[src/rtl/pri_arb_ctrl_pkg.sv]
// pri_arb_pkg: shared constants and types for the pri_arb_ctrl arbiter slice.
//   N     : number of requesters (fixed at 8)
//   ID_W  : width of a requester index (fixed at 3 for N=8)
//   arb_state_e : arbiter FSM states (IDLE, GRANT, GAP)
package pri_arb_pkg;

  localparam int N    = 8;
  localparam int ID_W = 3;

  typedef enum logic [1:0] {
    IDLE  = 2'd0,
    GRANT = 2'd1,
    GAP   = 2'd2
  } arb_state_e;

endpackage

[src/rtl/pri_arb_ctrl_if.sv]
// pri_arb_ctrl_if: request/grant bundle between the requesting blocks and
// the arbiter.
//   req       : level requests, one bit per requester
//   mode      : 0 = fixed priority, 1 = round-robin
//   gnt       : one-hot grant (zero when nothing granted)
//   gnt_id    : index of the granted requester, meaningful while gnt_valid=1
//   gnt_valid : |gnt
//   idle      : arbiter sits in IDLE
//   timeout   : one-cycle pulse on a forced release
// Modports: master = requester side, slave = arbiter side.
interface pri_arb_ctrl_if;
  import pri_arb_pkg::*;

  logic [N-1:0]    req;
  logic            mode;
  logic [N-1:0]    gnt;
  logic [ID_W-1:0] gnt_id;
  logic            gnt_valid;
  logic            idle;
  logic            timeout;

  modport master (
    output req, mode,
    input  gnt, gnt_id, gnt_valid, idle, timeout
  );

  modport slave (
    input  req, mode,
    output gnt, gnt_id, gnt_valid, idle, timeout
  );

endinterface

[src/rtl/pri_arb_ctrl_rr_pri_sel.sv]
// rr_pri_sel: combinational winner selector.
//   req     : request vector
//   last_id : index of the most recently released grant
//   mode    : 0 = fixed (index N-1 highest), 1 = round-robin from last_id-1
//   sel     : one-hot winner (zero when req is zero)
//   sel_id  : winner index
//   any     : at least one request present
// The request vector is rotated so that the first index to search lands on
// bit N-1, a plain highest-index-first chain picks a bit, and the chosen
// position is rotated back into the original index space.
module rr_pri_sel
  import pri_arb_pkg::*;
(
  input  logic [N-1:0]    req,
  input  logic [ID_W-1:0] last_id,
  input  logic            mode,
  output logic [N-1:0]    sel,
  output logic [ID_W-1:0] sel_id,
  output logic            any
);

  logic [ID_W-1:0] shift_s;
  logic [N-1:0]    rot_s;
  logic [ID_W-1:0] pos_s;
  logic            hit_s;

  // rotation amount: zero in fixed mode so the search order is N-1..0
  always_comb begin
    shift_s = {ID_W{1'b0}};
    if (mode) begin
      shift_s = last_id;
    end else begin
      shift_s = {ID_W{1'b0}};
    end
  end

  // rotated view: bit j holds req[(j + shift) mod N]; ID_W-bit add wraps mod N
  always_comb begin
    rot_s = {N{1'b0}};
    for (int j = 0; j < N; j++) begin
      rot_s[j] = req[ID_W'(j) + shift_s];
    end
  end

  // highest-index-first priority chain over the rotated vector
  always_comb begin
    hit_s = 1'b0;
    pos_s = {ID_W{1'b0}};
    for (int j = N - 1; j >= 0; j--) begin
      pos_s = (rot_s[j] && !hit_s) ? ID_W'(j) : pos_s;
      hit_s = hit_s | rot_s[j];
    end
  end

  // rotate the winning position back and build the one-hot select
  always_comb begin
    sel_id = pos_s + shift_s;
    any    = hit_s;
    sel    = {N{1'b0}};
    if (hit_s) begin
      sel[sel_id] = 1'b1;
    end else begin
      sel = {N{1'b0}};
    end
  end

endmodule

[src/rtl/pri_arb_ctrl.sv]
// pri_arb_ctrl: sequential 8-way arbiter with registered one-hot grants.
//   clk : system clock, rising edge
//   rst : synchronous active-high reset
//   bus : pri_arb_ctrl_if slave modport (req/mode in; gnt, gnt_id,
//         gnt_valid, idle, timeout out -- all outputs registered)
// A grant is held until its requester drops req or, when MAX_HOLD is
// non-zero, until it has been held MAX_HOLD cycles. Every release is
// followed by exactly one all-zero turnaround cycle (GAP).
module pri_arb_ctrl
  import pri_arb_pkg::*;
#(
  parameter int MAX_HOLD = 16,
  parameter int HOLD_W   = 5
) (
  input  logic                 clk,
  input  logic                 rst,
  pri_arb_ctrl_if.slave        bus
);

  localparam bit              TO_EN     = (MAX_HOLD != 0);
  localparam logic [HOLD_W-1:0] HOLD_LAST =
    (MAX_HOLD == 0) ? {HOLD_W{1'b0}} : HOLD_W'(MAX_HOLD - 1);

  arb_state_e      state_r, state_s;
  logic [N-1:0]    gnt_r, gnt_s;
  logic [ID_W-1:0] gnt_id_r, gnt_id_s;
  logic            gnt_valid_r, gnt_valid_s;
  logic            idle_r, idle_s;
  logic            timeout_r, timeout_s;
  logic [HOLD_W-1:0] hold_cnt_r, hold_cnt_s;
  logic [ID_W-1:0] last_id_r, last_id_s;

  logic [N-1:0]    sel_s;
  logic [ID_W-1:0] sel_id_s;
  logic            any_s;

  rr_pri_sel u_sel (
    .req     (bus.req),
    .last_id (last_id_r),
    .mode    (bus.mode),
    .sel     (sel_s),
    .sel_id  (sel_id_s),
    .any     (any_s)
  );

  // next-state and next-output computation
  always_comb begin
    state_s     = state_r;
    gnt_s       = gnt_r;
    gnt_id_s    = gnt_id_r;
    gnt_valid_s = gnt_valid_r;
    idle_s      = idle_r;
    timeout_s   = 1'b0;
    hold_cnt_s  = hold_cnt_r;
    last_id_s   = last_id_r;
    case (state_r)
      IDLE, GAP: begin
        // IDLE and GAP arbitrate identically; only req seen now matters
        if (any_s) begin
          state_s     = GRANT;
          gnt_s       = sel_s;
          gnt_id_s    = sel_id_s;
          gnt_valid_s = 1'b1;
          idle_s      = 1'b0;
          hold_cnt_s  = {HOLD_W{1'b0}};
        end else begin
          state_s     = IDLE;
          gnt_s       = {N{1'b0}};
          gnt_valid_s = 1'b0;
          idle_s      = 1'b1;
          hold_cnt_s  = {HOLD_W{1'b0}};
        end
      end
      GRANT: begin
        // a dropped request wins over a coincident timeout (no pulse)
        if (!bus.req[gnt_id_r] || (TO_EN && (hold_cnt_r == HOLD_LAST))) begin
          state_s     = GAP;
          gnt_s       = {N{1'b0}};
          gnt_valid_s = 1'b0;
          idle_s      = 1'b0;
          last_id_s   = gnt_id_r;
          hold_cnt_s  = {HOLD_W{1'b0}};
          timeout_s   = bus.req[gnt_id_r];
        end else begin
          hold_cnt_s  = hold_cnt_r + {{(HOLD_W-1){1'b0}}, 1'b1};
        end
      end
      default: begin
        state_s     = IDLE;
        gnt_s       = {N{1'b0}};
        gnt_id_s    = {ID_W{1'b0}};
        gnt_valid_s = 1'b0;
        idle_s      = 1'b1;
        hold_cnt_s  = {HOLD_W{1'b0}};
        last_id_s   = {ID_W{1'b0}};
      end
    endcase
  end

  // state and output registers
  always_ff @(posedge clk) begin
    if (rst) begin
      state_r     <= IDLE;
      gnt_r       <= {N{1'b0}};
      gnt_id_r    <= {ID_W{1'b0}};
      gnt_valid_r <= 1'b0;
      idle_r      <= 1'b1;
      timeout_r   <= 1'b0;
      hold_cnt_r  <= {HOLD_W{1'b0}};
      last_id_r   <= {ID_W{1'b0}};
    end else begin
      state_r     <= state_s;
      gnt_r       <= gnt_s;
      gnt_id_r    <= gnt_id_s;
      gnt_valid_r <= gnt_valid_s;
      idle_r      <= idle_s;
      timeout_r   <= timeout_s;
      hold_cnt_r  <= hold_cnt_s;
      last_id_r   <= last_id_s;
    end
  end

  assign bus.gnt       = gnt_r;
  assign bus.gnt_id    = gnt_id_r;
  assign bus.gnt_valid = gnt_valid_r;
  assign bus.idle      = idle_r;
  assign bus.timeout   = timeout_r;

endmodule

[src/flat_wrapper.sv]
// flat-port wrapper written by rule: the top's interface ports become plain ports
module pri_arb_ctrl_flat import pri_arb_pkg::*;
#(
  parameter int MAX_HOLD = 16,
  parameter int HOLD_W   = 5
)
  (clk, rst, bus_req, bus_mode, bus_gnt, bus_gnt_id, bus_gnt_valid, bus_idle, bus_timeout);
  pri_arb_ctrl_if bus_i ();
  input  logic clk;
  input  logic rst;
  input wire logic [$bits(bus_i.req)-1:0] bus_req;
  input wire logic [$bits(bus_i.mode)-1:0] bus_mode;
  output wire logic [$bits(bus_i.gnt)-1:0] bus_gnt;
  output wire logic [$bits(bus_i.gnt_id)-1:0] bus_gnt_id;
  output wire logic [$bits(bus_i.gnt_valid)-1:0] bus_gnt_valid;
  output wire logic [$bits(bus_i.idle)-1:0] bus_idle;
  output wire logic [$bits(bus_i.timeout)-1:0] bus_timeout;
  assign bus_i.req = bus_req;
  assign bus_i.mode = bus_mode;
  assign bus_gnt = bus_i.gnt;
  assign bus_gnt_id = bus_i.gnt_id;
  assign bus_gnt_valid = bus_i.gnt_valid;
  assign bus_idle = bus_i.idle;
  assign bus_timeout = bus_i.timeout;
  pri_arb_ctrl #(.MAX_HOLD(MAX_HOLD), .HOLD_W(HOLD_W)) u_core (.clk(clk), .rst(rst), .bus(bus_i));
endmodule
[config.mk]
export PLATFORM = sky130hd
export DESIGN_NAME = pri_arb_ctrl_flat
export DESIGN_NICKNAME = d
export VERILOG_FILES = /design/src/rtl/pri_arb_ctrl_pkg.sv /design/src/rtl/pri_arb_ctrl_if.sv /design/src/rtl/pri_arb_ctrl_rr_pri_sel.sv /design/src/rtl/pri_arb_ctrl.sv /design/src/flat_wrapper.sv
export SDC_FILE = /design/constraint.sdc
export NUM_CORES = 1
export LEC_CHECK = 0
export CAP_MARGIN = 0
export CORE_AREA = 2 2 64 66
export CTS_BUF_LIST = sky130_fd_sc_hd__clkbuf_16
export DETAILED_ROUTE_END_ITERATION = 10
export DIE_AREA = 0 0 66 68
export DONT_BUFFER_PORTS = 1
export PLACE_DENSITY = 0.62
export SLEW_MARGIN = 20
export SYNTH_ARGS = -nofsm -noshare
export SYNTH_HDL_FRONTEND = slang
export SYNTH_HIERARCHICAL = 1
export SYNTH_SLANG_ARGS = --single-unit
export TNS_END_PERCENT = 10
[constraint.sdc]
create_clock -name clk -period 6.4 [get_ports clk]
set_input_delay 0.96 -clock clk [delete_from_list [all_inputs] [get_ports clk]]
set_output_delay 0.96 -clock clk [all_outputs]
set_load 0.005 [all_outputs]
==> results of run 1 <==
## metrics by stage
stage / utilization / power (W) / hold WS, ns / setup WS (ns) / cell area, um^2
3_3_place_gp: 0.469 / 0.000545 / 0.475 / 1.60 / 1810
5_1_grt: 0.489 / 0.000743 / 0.532 / 1.30 / 1890
6_report: 0.489 / 0.000690 / 0.483 / 1.62 / 1890
4_1_cts: 0.489 / 0.000692 / 0.492 / 1.63 / 1890
2_1_floorplan: - / 0.000509 / 0.452 / 1.65 / 1820
3_5_place_dp: 0.469 / 0.000558 / 0.484 / 1.39 / 1810
## Yosys cell counts (2+ instances only)
cell,n,area (um^2)
nor2b_1,4,25.0
mux4_1,3,78.8
nand2_1,5,18.8
nand3_1,2,10.0
nor3b_1,10,75.1
nor2_1,12,45.0
mux4_2,2,45.0
nor4_1,2,12.5
mux2_4,2,30.0
o41ai_1,2,17.5
xor2_1,3,26.3
and2b_1,2,15.0
o221ai_1,2,17.5
or4b_4,2,27.5
a41oi_1,2,17.5
a22oi_1,4,30.0
a221oi_1,2,17.5
nand4b_1,2,17.5
clkbuf_1,3,11.3
a22o_1,9,78.8
o31a_1,2,17.5
and2_1,5,31.3
a211oi_1,2,15.0
and3_2,2,15.0
mux2i_1,13,130
ha_1,3,37.5
mux2_2,2,22.5
nand2b_1,4,25.0
buf_6,3,33.8
or2_2,3,18.8
dfxtp_1,23,460
xnor2_1,2,17.5
o21ai_0,6,30.0
nor3_1,7,35.0
inv_1,11,41.3
## sequential cells by signal, summed over array words and instances, names as in the netlist
| signal | flops |
|---|---|
| u_core/bus.gnt | 8 |
| u_core/hold_cnt_r | 5 |
| u_core/bus.gnt_id | 3 |
| u_core/last_id_r | 3 |
| u_core/state_r | 2 |
| u_core/bus.idle | 1 |
| u_core/bus.timeout | 1 |
## worst max-delay path, cell delays in order, from the launching register on
cell and delay, ns:
dfxtp_1 0.67, and2_4 0.36, inv_8 0.06, ha_1 0.21
xor2_1 0.26, mux2_4 0.35, or4b_4 0.58, or4b_4 0.54
and2_2 0.19, fa_1 0.37, xor2_1 0.18, xnor2_1 0.26
o21ai_0 0.24, nor3b_1 0.26, a22o_1 0.16
## routing by layer
| layer | GRT usage | share of wire | up-vias |
|---|---|---|---|
| li1 | - | - | 719 |
| met1 | 0.239 | 0.44 | 723 |
| met2 | 0.360 | 0.50 | 36 |
| met3 | 0.0477 | 0.053 | 0 |
| met4 | 0.0255 | 0 | 0 |
| met5 | 0 | 0 | - |
## worst paths after layout
check | end | slack (ns) | cells past startpoint
worst max-delay path | u_core/bus.gnt[2] | 1.62 | 14
worst min-delay path | u_core/bus.idle | 0.48 | 2
worst max register to register | u_core/bus.gnt[2] | 1.62 | 14
worst min register to register | u_core/bus.idle | 0.48 | 2
## cell type report
type                       count  area, um^2
clock buffer                   3        75.1
sequential                    23         460
multi-input combinational    146        1230
inverter                      12        52.6
fill                         382        1970
clock inverter                 1        5.00
tap                           50        62.6
## logic make-up (layout without fill, tap and decap cells)
group / after synthesis / in the layout / share of synthesized area
compound gates: 42 / 42 / 0.192
xor+xnor: 5 / 5 / 0.0240
fa+ha+maj: 4 / 4 / 0.0316
buf+inv: 21 / 16 / 0.0714
flops: 23 / 23 / 0.253
mux: 22 / 22 / 0.168
simple gates: 73 / 73 / 0.260
## power by group through the flow
stage	combinational, W	clock (W)	sequential (W)
floorplan	0.000301	0	0.000208
global placement	0.000308	0	0.000237
detailed placement	0.000318	0	0.000240
CTS	0.000320	0.000135	0.000237
global route	0.000357	0.000141	0.000245
finish	0.000322	0.000132	0.000237
==> impl_metrics.toml, run 1 <==
[outcome]
status = "completed"

[sta]
finalSetupTns_ns = 0
finalHoldViolCount = 0
fin_crit_ns = 4.78
relSlewSlack = 0.554
finalMaxSlewViolations = 0
period_share = 0.746
rsz0062_at_grt = "false"
tightest_slew_ns = 0.664
setup_viol = 0
max_freq_mhz = 209
fin_skew_ns = 0.00221

[final_layout]
antenna_cells = 0
nets = 201
mostFrequentLayoutCells = "dfxtp_1 (23), mux2i_1 (13), nor2_1 (12)"
area_growth_pct = 3.57
drive_above_1_share = 0.151
mostFrequentLayoutCell = "dfxtp_1"
fin_cells = 235

[min_path]
hp-start = "u_core/bus.idle"
hold_class = "reg2reg"

[cts]
cts_buffer_depth = 2
hold_buffers = 0
clk_pin_slew_worst_paths_ns = 0.06
cts_tree = "done"
cts.sinks = 23
cts_buffers = 3
post_cts_buffers = 0
cts_resized = 0
root_buffer = "clkbuf_16"
cts_max_level = 1
clk_latency_ns = 0.25

[global_route]
grt_pass1_vias = 1478
overflow = 0
antenna_found_initial = 0
grt_use_total = 0.196
grt_pass1_wl_um = 6890
grt_max_degree = 18

[worst_setup_path]
startpoint = "u_core/last_id_r[0]"
critPathKind = "reg2reg"
critPathLaunchType = "register"
required_ns = 6.59
worstPathArrival_ns = 4.97
worstReg2RegStart = "u_core/last_id_r[0]"
crit_path_end_kind = "register"
cp_max_fo = 17

[job]
drv_cap = 0

[synth]
synth.distinct_cells = 62
ys_seq_elements = 23
synth-main-ff-cell = "dfxtp_1"
yosysWarnings = 6
avgSynthCellArea_um2 = 9.59
synth_nets = 205
yosysSeqAreaShare = 0.253
synth_cells = 190
synth-edff-count = 0
mappedNetlistArea_um2 = 1820
synthArstFlopShare = 0

[pwr]
swShare = 0.401
clockPowerShare = 0.191
pwr-share-comb = 0.466
power.switching_w = 0.000277
ir_drop_mv = 0.138
pwr-share-seq = 0.343
p_int_w = 0.000413
p_leak_nw = 0.707
p_per_area_nw_per_um2 = 366

[detailed_routing]
drt_iter0_drc = 83
first_pass_iters = 5
routedWlPerCell_um = 17.3
routed_wl_um = 4070
ant_nets = 0
viasPerCell = 6.29
num_vias = 1478
drc_errors = 0

[floorplanning]
num_rows = 23
design.core.area_um2 = 3860
dieArea_um2 = 4490
fp.dieH_um = 68
die_width_um = 66
pin_count = 25
initial_core_util = 0.472

[placed_design]
port_buffers = 0
place_inst = 231
gp_congestion = 0.954
dp_hpwl_um = 3130
Note: power is estimated with default switching activity, not from simulation.
==> run 2: changes to the inputs <==
--- a/config.mk
+++ b/config.mk
@@ -11,7 +11,7 @@
 export DETAILED_ROUTE_END_ITERATION = 10
 export DIE_AREA = 0 0 66 68
 export DONT_BUFFER_PORTS = 1
-export PLACE_DENSITY = 0.62
+export PLACE_DENSITY = 0.64
 export SLEW_MARGIN = 20
 export SYNTH_ARGS = -nofsm -noshare
 export SYNTH_HDL_FRONTEND = slang
==> constraint.sdc (replaced) <==
create_clock -name clk -period 4.15 [get_ports clk]
set_input_delay 0.6225 -clock clk [delete_from_list [all_inputs] [get_ports clk]]
set_output_delay 0.6225 -clock clk [all_outputs]
set_load 0.005 [all_outputs]
==> run 2 against run 1 <==
Net effect:
- first-iteration DRC count shrank 7.2%
- wire length grew 7.0%
- global-route usage grew 1.5 points
- critical endpoint is now u_core/bus.gnt[5]
- largest cell class unchanged
- core utilization grew 2.6 points
- non-clock buffer count grew 9
- clock-buffer cell count is the same
- highest routed layer is now met4
- clock power grew 58%
- via count grew 3.2%
==> impl_metrics.toml, run 2 (synthesis gave the netlist of run 1 again) <==
[final_layout]
antenna_cells = 0
mostFrequentLayoutCell = "dfxtp_1"
largest_register_ffs = 8
drive_above_1_share = 0.216
area_growth_pct = 9.00
mostFrequentLayoutCells = "dfxtp_1 (23), mux2i_1 (13), nor2_1 (12)"
finalInstanceArea_um2 = 1990
fin_cells = 244
nets = 210
final_util = 0.515

[sta]
fin_skew_ns = 0.00253
finalHoldViolCount = 0
setup_viol = 0
finalSetupTns_ns = 0
finalMaxSlewViolations = 0
relSlewSlack = 0.548
rsz0062_at_grt = "false"
max_freq_mhz = 253
period_share = 0.953
fin_crit_ns = 3.95
tightest_slew_ns = 0.677

[worst_setup_path]
crit_path_end_kind = "register"
critPathKind = "reg2reg"
crit_chain = "buf_4, mux2_2, o221ai_1, a211oi_1, or4b_4, or4b_4, and2_4, fa_2, xor2_1, xnor2_2, or2_2, nor3_1, a22o_1"
cp_max_fo = 6
cp_slowest_cell = "or4b_4"
critPathMaxStageDelay_ns = 0.57
worstPathArrival_ns = 4.16
path_common_cell = "or4b_4"
critPathLaunchType = "register"
required_ns = 4.35

[cts]
clk_latency_ns = 0.26
cts_max_level = 1
root_buffer = "clkbuf_16"
cts_buffer_depth = 2
post_cts_buffers = 0
cts_tree = "done"
clk_pin_slew_worst_paths_ns = 0.06
cts_buffers = 3
cts.sinks = 23
hold_buffers = 0

[placed_design]
gp_congestion = 0.810
place_inst = 240
port_buffers = 0
post_dp_cell_area_um2 = 1900
dp_hpwl_um = 3420

[floorplanning]
pin_count = 25
num_rows = 23
dieArea_um2 = 4490
initial_core_util = 0.472
design.core.area_um2 = 3860
fp.dieH_um = 68
die_width_um = 66

[detailed_routing]
viasPerCell = 6.25
drt_iter0_drc = 77
routedWlPerCell_um = 17.9
routed_wl_um = 4360
ant_nets = 0
num_vias = 1526
first_pass_iters = 4
drc_errors = 0

[pwr]
total_power_w = 0.00111
ir_drop_mv = 0.224
p_per_area_nw_per_um2 = 560
p_leak_nw = 0.767

[global_route]
antenna_found_initial = 0
overflow = 0
grt_pass1_wl_um = 7340
grt_use_total = 0.211
grt_max_degree = 16
grt_pass1_vias = 1549

[min_path]
hold_class = "in2reg"

[job]
drv_cap = 0

[outcome]
status = "completed"
==> run 2: layout make-up <==
| cell class | count | area (um^2) |
|---|---|---|
| multi-input cells | 146 | 1260 |
| fillers | 362 | 1870 |
| flip-flops and latches | 23 | 460 |
| inverters | 12 | 52.6 |
| repair buffers | 9 | 67.6 |
| clock inverters | 1 | 5.00 |
| clock buffers | 3 | 75.1 |
| well taps | 50 | 62.6 |
==> run 2: routing by layer <==
metal  global-route usage  up-vias  routed length (um)
met5                    0        -                   0
met4               0.0714        0                  68
met3               0.0543        6                 197
met2                0.372       33                2190
met1                0.249      755                1910
li1                     -      732                   -
==> run 2: stage by stage <==
step	hold WS [ns]	worst slack, ns
global route	0.422	0.0567
global placement	0.475	0.109
finish	0.434	0.196
detailed placement	0.499	0.0423
CTS	0.429	0.143
floorplan	0.452	0.0171
==> run 2: worst max-delay path, delay by kind of cell, from the launching register on <==
| kind | cells | cell delay [ns] |
|---|---|---|
| buf+inv | 1 | 0.18 |
| simple gates | 5 | 1.73 |
| compound gates | 3 | 0.49 |
| xor+xnor | 2 | 0.36 |
| mux | 1 | 0.35 |
| flops | 1 | 0.45 |
| fa+ha+maj | 1 | 0.33 |
==> run 2: worst paths after layout <==
path | from | to | slack, ns | cells past startpoint
hold / removal | rst | u_core/bus.gnt_id[0] | 0.43 | 1
setup reg to reg | u_core/last_id_r[0] | u_core/bus.gnt[5] | 0.20 | 13
setup / recovery | u_core/last_id_r[0] | u_core/bus.gnt[5] | 0.20 | 13
hold reg to reg | u_core/bus.gnt[2] | u_core/bus.gnt[2] | 0.50 | 1
==> run 2: repair_timing <==
action                                 4_1_cts  5_1_grt
setup endpoints to repair                    0        6
endpoints found under the hold margin        0        0
gates resized for setup                      0        1
==> run 2: power breakdown <==
group	leakage, nW	total [W]	internal (W)	switching, W
clock network	0.0409	0.000208	0.000130	0.0000787
registers	0.188	0.000348	0.000271	0.0000769
logic	0.538	0.000555	0.000269	0.000286
total	0.767	0.00111	0.000670	0.000442
